[src/rtl/cp0_core.sv]
// CP0 coprocessor register file: Status, Cause, EPC, BadVAddr, Count and Compare
// with exception capture, eret handling, the interval timer and interrupt detection.
module cp0_core (
  input  logic        clk,
  input  logic        resetn,
  input  logic        mtc0_we,
  input  logic [7:0]  c0_addr,
  input  logic [31:0] c0_wdata,
  input  logic        wb_ex,
  input  logic [4:0]  wb_excode,
  input  logic        wb_bd,
  input  logic [31:0] wb_pc,
  input  logic [31:0] wb_badvaddr,
  input  logic        eret_flush,
  input  logic [5:0]  ext_int_in,
  output logic [31:0] rdata,
  output logic [31:0] c0_epc,
  output logic        has_int,
  output logic        status_exl
);

  localparam logic [7:0] ADDR_BADVADDR = 8'h40;
  localparam logic [7:0] ADDR_COUNT    = 8'h48;
  localparam logic [7:0] ADDR_COMPARE  = 8'h58;
  localparam logic [7:0] ADDR_STATUS   = 8'h60;
  localparam logic [7:0] ADDR_CAUSE    = 8'h68;
  localparam logic [7:0] ADDR_EPC      = 8'h70;

  logic [7:0]  status_im;
  logic        status_ie;
  logic        cause_bd;
  logic        cause_ti;
  logic [5:0]  cause_ip_hw;
  logic [1:0]  cause_ip_sw;
  logic [4:0]  cause_exccode;
  logic [31:0] badvaddr;
  logic [31:0] count;
  logic [31:0] compare;
  logic        tick;

  logic        wr_badvaddr;
  logic        wr_count;
  logic        wr_compare;
  logic        wr_status;
  logic        wr_cause;
  logic        wr_epc;
  logic [31:0] count_inc;
  logic [7:0]  cause_ip;
  logic [31:0] status_word;
  logic [31:0] cause_word;

  // Write decode and derived register views
  always_comb begin
    wr_badvaddr = 1'b0;
    wr_count    = 1'b0;
    wr_compare  = 1'b0;
    wr_status   = 1'b0;
    wr_cause    = 1'b0;
    wr_epc      = 1'b0;
    if (mtc0_we) begin
      case (c0_addr)
        ADDR_BADVADDR: wr_badvaddr = 1'b1;
        ADDR_COUNT:    wr_count    = 1'b1;
        ADDR_COMPARE:  wr_compare  = 1'b1;
        ADDR_STATUS:   wr_status   = 1'b1;
        ADDR_CAUSE:    wr_cause    = 1'b1;
        ADDR_EPC:      wr_epc      = 1'b1;
        default:       wr_badvaddr = 1'b0;
      endcase
    end else begin
      wr_badvaddr = 1'b0;
    end
    count_inc   = count + 32'd1;
    // The timer interrupt shares IP7 with the top hardware line.
    cause_ip    = {cause_ip_hw[5] | cause_ti, cause_ip_hw[4:0], cause_ip_sw};
    status_word = {9'd0, 1'b1, 6'd0, status_im, 6'd0, status_exl, status_ie};
    cause_word  = {cause_bd, cause_ti, 14'd0, cause_ip, 1'b0, cause_exccode, 2'd0};
  end

  // Register read mux; reflects state before the current edge
  always_comb begin
    rdata = 32'd0;
    case (c0_addr)
      ADDR_BADVADDR: rdata = badvaddr;
      ADDR_COUNT:    rdata = count;
      ADDR_COMPARE:  rdata = compare;
      ADDR_STATUS:   rdata = status_word;
      ADDR_CAUSE:    rdata = cause_word;
      ADDR_EPC:      rdata = c0_epc;
      default:       rdata = 32'd0;
    endcase
  end

  assign has_int = (|(cause_ip & status_im)) & status_ie & ~status_exl;

  // Status, Cause, EPC and BadVAddr updates: wb_ex beats eret beats mtc0
  always_ff @(posedge clk or negedge resetn) begin
    if (!resetn) begin
      status_im     <= 8'd0;
      status_ie     <= 1'b0;
      status_exl    <= 1'b0;
      cause_bd      <= 1'b0;
      cause_ip_hw   <= 6'd0;
      cause_ip_sw   <= 2'd0;
      cause_exccode <= 5'd0;
      c0_epc        <= 32'd0;
      badvaddr      <= 32'd0;
    end else begin
      cause_ip_hw <= ext_int_in;
      if (wr_status) begin
        status_im <= c0_wdata[15:8];
        status_ie <= c0_wdata[0];
      end
      if (wr_cause) begin
        cause_ip_sw <= c0_wdata[9:8];
      end
      if (wb_ex) begin
        status_exl    <= 1'b1;
        cause_exccode <= wb_excode;
        // Nested exceptions keep the original return point.
        if (!status_exl) begin
          cause_bd <= wb_bd;
          c0_epc   <= wb_bd ? (wb_pc - 32'd4) : wb_pc;
        end
      end else if (eret_flush) begin
        status_exl <= 1'b0;
        if (wr_epc) begin
          c0_epc <= c0_wdata;
        end
      end else begin
        if (wr_status) begin
          status_exl <= c0_wdata[1];
        end
        if (wr_epc) begin
          c0_epc <= c0_wdata;
        end
      end
      if (wb_ex && ((wb_excode == 5'h04) || (wb_excode == 5'h05))) begin
        badvaddr <= wb_badvaddr;
      end else if (wr_badvaddr) begin
        badvaddr <= c0_wdata;
      end
    end
  end

  // Count runs at half the clock rate; TI latches on Count reaching Compare
  always_ff @(posedge clk or negedge resetn) begin
    if (!resetn) begin
      tick     <= 1'b0;
      count    <= 32'd0;
      compare  <= 32'd0;
      cause_ti <= 1'b0;
    end else begin
      tick <= ~tick;
      if (wr_count) begin
        count <= c0_wdata;
      end else if (tick) begin
        count <= count_inc;
      end
      if (wr_compare) begin
        compare  <= c0_wdata;
        cause_ti <= 1'b0;
      end else if (tick && !wr_count && (count_inc == compare)) begin
        cause_ti <= 1'b1;
      end
    end
  end

endmodule

[config.mk]
export PLATFORM = sky130hd
export DESIGN_NAME = cp0_core
export DESIGN_NICKNAME = d
export VERILOG_FILES = /design/src/rtl/cp0_core.sv
export SDC_FILE = /design/constraint.sdc
export NUM_CORES = 1
export LEC_CHECK = 0
export ABC_AREA = 0
export BUFFER_PORTS_ARGS = -buffer_cell sky130_fd_sc_hd__buf_4
export CAP_MARGIN = 15
export CELL_PAD_IN_SITES_DETAIL_PLACEMENT = 0
export CELL_PAD_IN_SITES_GLOBAL_PLACEMENT = 1
export CORE_ASPECT_RATIO = 0.8
export CORE_UTILIZATION = 42
export DETAILED_ROUTE_END_ITERATION = 8
export HOLD_SLACK_MARGIN = 0.12
export PLACE_DENSITY = 0.82
export SLEW_MARGIN = 20
export SYNTH_ARGS = -nofsm -noshare
export SYNTH_HDL_FRONTEND = slang
export SYNTH_SLANG_ARGS = --single-unit
export TNS_END_PERCENT = 30
[constraint.sdc]
create_clock -name clk -period 3.2 [get_ports clk]
set_input_delay 0.64 -clock clk [delete_from_list [all_inputs] [get_ports clk]]
set_output_delay 0.64 -clock clk [all_outputs]
set_load 0.02 [all_outputs]
==> flow_metrics.tcl <==
set metrics [dict create \
    syn-cell-area_um2 9560 \
    cts_root_buf "clkbuf_16" \
    critical_path_class "in2out" \
    place_ws_ps 90.2 \
    grt_pass1_wl_mm 51.1 \
    finalCritPeriodShare_pct 96.7 \
    die_h_um 137 \
    antenna_cells 0 \
    cp-start-kind "primary input" \
    antenna_found_initial 0 \
    drive_above_1_share_pct 27.4 \
    coreArea_um2 21900 \
    multiInputGateArea_um2 5390 \
    setup_slack_ps 105 \
    reg2reg_slack_ps 430 \
    hpwl_mm 25.6 \
    h-tree-depth 4 \
    ant_nets 0 \
    synth_top_cell_area_share_pct 40.3 \
    pwr_density_cell_nw_per_um2 510 \
    worstMarginPinSlew_ps 1030 \
    setup_tns_ps 0 \
    drv_slew 0 \
    rsz0062_at_grt "no" \
    crit_chain "buf_4 > or3b_2 > nor3_2 > buf_4 > nand2_1 > nor3_2 > buf_4 > a22oi_1 > o21ai_0 > buf_4 > buf_4" \
    setup_viol 0 \
    hp-class "in2async" \
    critPathMaxFanout 4 \
    finClkSkew_ps 8.72 \
    core.rowCount 48 \
    grt_util_all_layers_pct 29.6 \
    ys_seq_area_share_pct 40.3 \
    area_growth_pct 27.1 \
    grt_pass1_vias 8422 \
    clk_latency_ps 430 \
    synth_edf_count 0 \
    r2r_start "count[1]" \
    drc_errors 0 \
    slowest_stage "or3b_2" \
    synth.area.top_cells "dfrtp_1 (40%), mux2i_1 (7.4%), mux2_2 (6.8%)" \
    crit_family "simple AND/OR/NAND/NOR gates" \
    fin_cells 1546 \
    yosysTopAreaCell "dfrtp_1" \
    ys_warn_count 0 \
    synth_cells 1055 \
    r2r-end "cause_ti" \
    cpMostUsedCell "buf_4" \
    cts_num_sinks 154 \
    synth_cell_types 63 \
    yosys_register_bits 154 \
    first_pass_iters 7 \
    cts_max_path_buffers 2 \
    final-seq-area_um2 3850 \
    port_buffers 186 \
    cts_hold_buf 0 \
    synth_nets 1178 \
    start_util_pct 43.6 \
    p_leak_nw 5.84 \
    avgSynthCellArea_um2 9.06 \
    postRouteWirelength_mm 33.5 \
    required_ps 2560 \
    gp_congestion 0.949 \
    die_area_um2 23400 \
    hold_violations 0 \
    critPathMaxStageDelay_ps 480 \
    peakVddDrop_mv 0.381 \
    period_minus_slack_ps 3100 \
    die_w_um 171 \
    numCtsBuffers 17 \
    ioPinCount 187 \
    relSlewSlack_pct 31.1 \
    grt_max_degree 72 \
    async_reset_ff_share_pct 100 \
    path_buf_inv 5 \
    drt_iter0_markers 944 \
    drt-vias-per-instance 5.82 \
    cap_viol_max_count 0 \
    reg2reg_depth 8 \
    grt_overflow 0 \
    end_kind "output pin" \
    clkSlewWorstSetupHoldPaths_ps 60 \
    clock.fmax_ghz 0.323 \
    ys.flop_type "dfrtp_1" \
    vias 9004 \
    wl_per_cell_um 21.7 \
    tritoncts "yes" \
    cp_data_arrival_time_ps 2460 \
    hold_slack_ps 226 \
    nets 1357 \
    status "completed" \
    dp_cells 1515 \
    fillers 2052 \
]
cell usage after synthesis, types with 3 or more instances:
| library cell | number |
|---|---|
| nand2b_1 | 6 |
| a31oi_1 | 3 |
| a22oi_1 | 12 |
| o21ai_0 | 89 |
| or3_1 | 6 |
| a221oi_1 | 3 |
| clkbuf_1 | 51 |
| dfrtp_1 | 154 |
| nor3_1 | 21 |
| a221o_1 | 3 |
| inv_1 | 16 |
| o22ai_1 | 4 |
| nor4_1 | 10 |
| nand3_1 | 29 |
| mux2_2 | 58 |
| and2_1 | 5 |
| mux2i_1 | 71 |
| nand4_1 | 21 |
| a222oi_1 | 23 |
| and3_1 | 11 |
| nor3_2 | 5 |
| nor2_1 | 82 |
| nor2b_1 | 3 |
| xnor2_1 | 42 |
| xor2_1 | 52 |
| buf_1 | 5 |
| nand3b_1 | 4 |
| buf_2 | 14 |
| nand2_1 | 137 |
| a21oi_1 | 62 |
| nor3b_1 | 4 |
| and4_1 | 4 |
registers in the layout (all words and copies together), names as in the netlist:
register / cells
badvaddr: 32
c0_epc: 32
compare: 32
count: 32
status_im: 8
cause_ip_hw: 6
cause_exccode: 5
cause_ip_sw: 2
cause_bd: 1
cause_ti: 1
status_exl: 1
status_ie: 1
tick: 1
worst reg2reg max path, stage by stage, from the launching register on:
cell and delay, ps:
dfrtp_1 470, ha_1 340, nand3_2 260, nor3_2 410
and3_1 270, xnor2_1 80, a2111oi_0 530, nand4_1 140
o21ai_0 190
power by group:
group	internal, mW	leakage (nW)	switching, mW
combinational	0.656	3.55	0.751
clock	1.35	0.301	0.839
sequential	2.23	1.99	0.373
per-layer routing:
layer,vias to the layer above,track usage (%),wire (µm)
met2,414,42.0,14000
li1,4141,-,-
met1,4423,46.0,16200
met3,26,6.77,2990
met5,-,0,0
met4,0,4.40,333
layout by cell type, fill, tap and decap left out, types with 3 or more instances in the layout:
| cell type | netlist | routed |
|---|---|---|
| buf_4 | 1 | 224 |
| dfrtp_1 | 154 | 154 |
| nand2_1 | 137 | 135 |
| o21ai_0 | 89 | 89 |
| nor2_1 | 82 | 82 |
| mux2i_1 | 71 | 71 |
| a21oi_1 | 62 | 61 |
| mux2_2 | 58 | 58 |
| xor2_1 | 52 | 52 |
| xnor2_1 | 42 | 42 |
| nand3_1 | 29 | 29 |
| a222oi_1 | 23 | 23 |
| nand4_1 | 21 | 21 |
| nor3_1 | 21 | 20 |
| clkbuf_16 | 0 | 17 |
| inv_1 | 16 | 16 |
| a22oi_1 | 12 | 12 |
| and3_1 | 11 | 11 |
| nor4_1 | 10 | 10 |
| nand2b_1 | 6 | 6 |
| or3_1 | 6 | 6 |
| buf_12 | 0 | 6 |
| nor3_2 | 5 | 5 |
| and2_1 | 5 | 5 |
| o22ai_1 | 4 | 4 |
| and4_1 | 4 | 4 |
| nor3b_1 | 4 | 4 |
| nand3b_1 | 4 | 4 |
| bufinv_16 | 0 | 4 |
| a221o_1 | 3 | 3 |
| a221oi_1 | 3 | 3 |
| nor2b_1 | 3 | 3 |
| a31oi_1 | 3 | 3 |
| clkbuf_1 | 51 | 3 |
| buf_6 | 0 | 3 |
final cells by class:
type / instances / area share [%]
multi-input combinational: 810 / 44.4
clock inverter: 9 / 1.34
sequential: 154 / 31.7
inverter: 18 / 0.556
clock buffer: 22 / 3.82
tap: 300 / 3.09
timing repair buffer: 233 / 15.1
timing repair:
item	in CTS	in global routing
buffers inserted	0	0
setup endpoints to repair	0	2
resized for setup	0	3
metrics by stage:
stage,area (µm²),utilization (%),power (mW)
2_1_floorplan,9560,-,3.37
3_3_place_gp,11500,52.5,3.99
3_5_place_dp,11500,52.5,4.01
4_1_cts,12100,55.4,6.20
5_1_grt,12100,55.4,6.46
6_report,12100,55.4,6.20
kinds of logic (layout without fill, tap and decap cells):
family	Yosys count	count (layout)	share of synthesized area, %
AO/OA/AOI/OAI	222	222	14.3
XOR/XNOR	94	94	8.61
adder cells (fa/ha/maj)	2	2	0.262
buffers and inverters	91	282	3.82
flip-flops	154	154	40.3
multiplexers	129	129	14.3
AND/OR/NAND/NOR	363	363	18.5
how the worst max path moves through the flow:
stage	cells past startpoint	slack (ps)	start	end
3_3_place_gp	10	160	c0_addr[2]	rdata[14]
2_1_floorplan	8	2	c0_addr[2]	rdata[10]
6_report	11	100	c0_addr[2]	rdata[1]
3_5_place_dp	10	90	c0_addr[2]	rdata[17]
5_1_grt	10	4	c0_addr[2]	rdata[18]
4_1_cts	10	90	c0_addr[2]	rdata[17]
No activity file was read; power rests on OpenSTA's default activity.
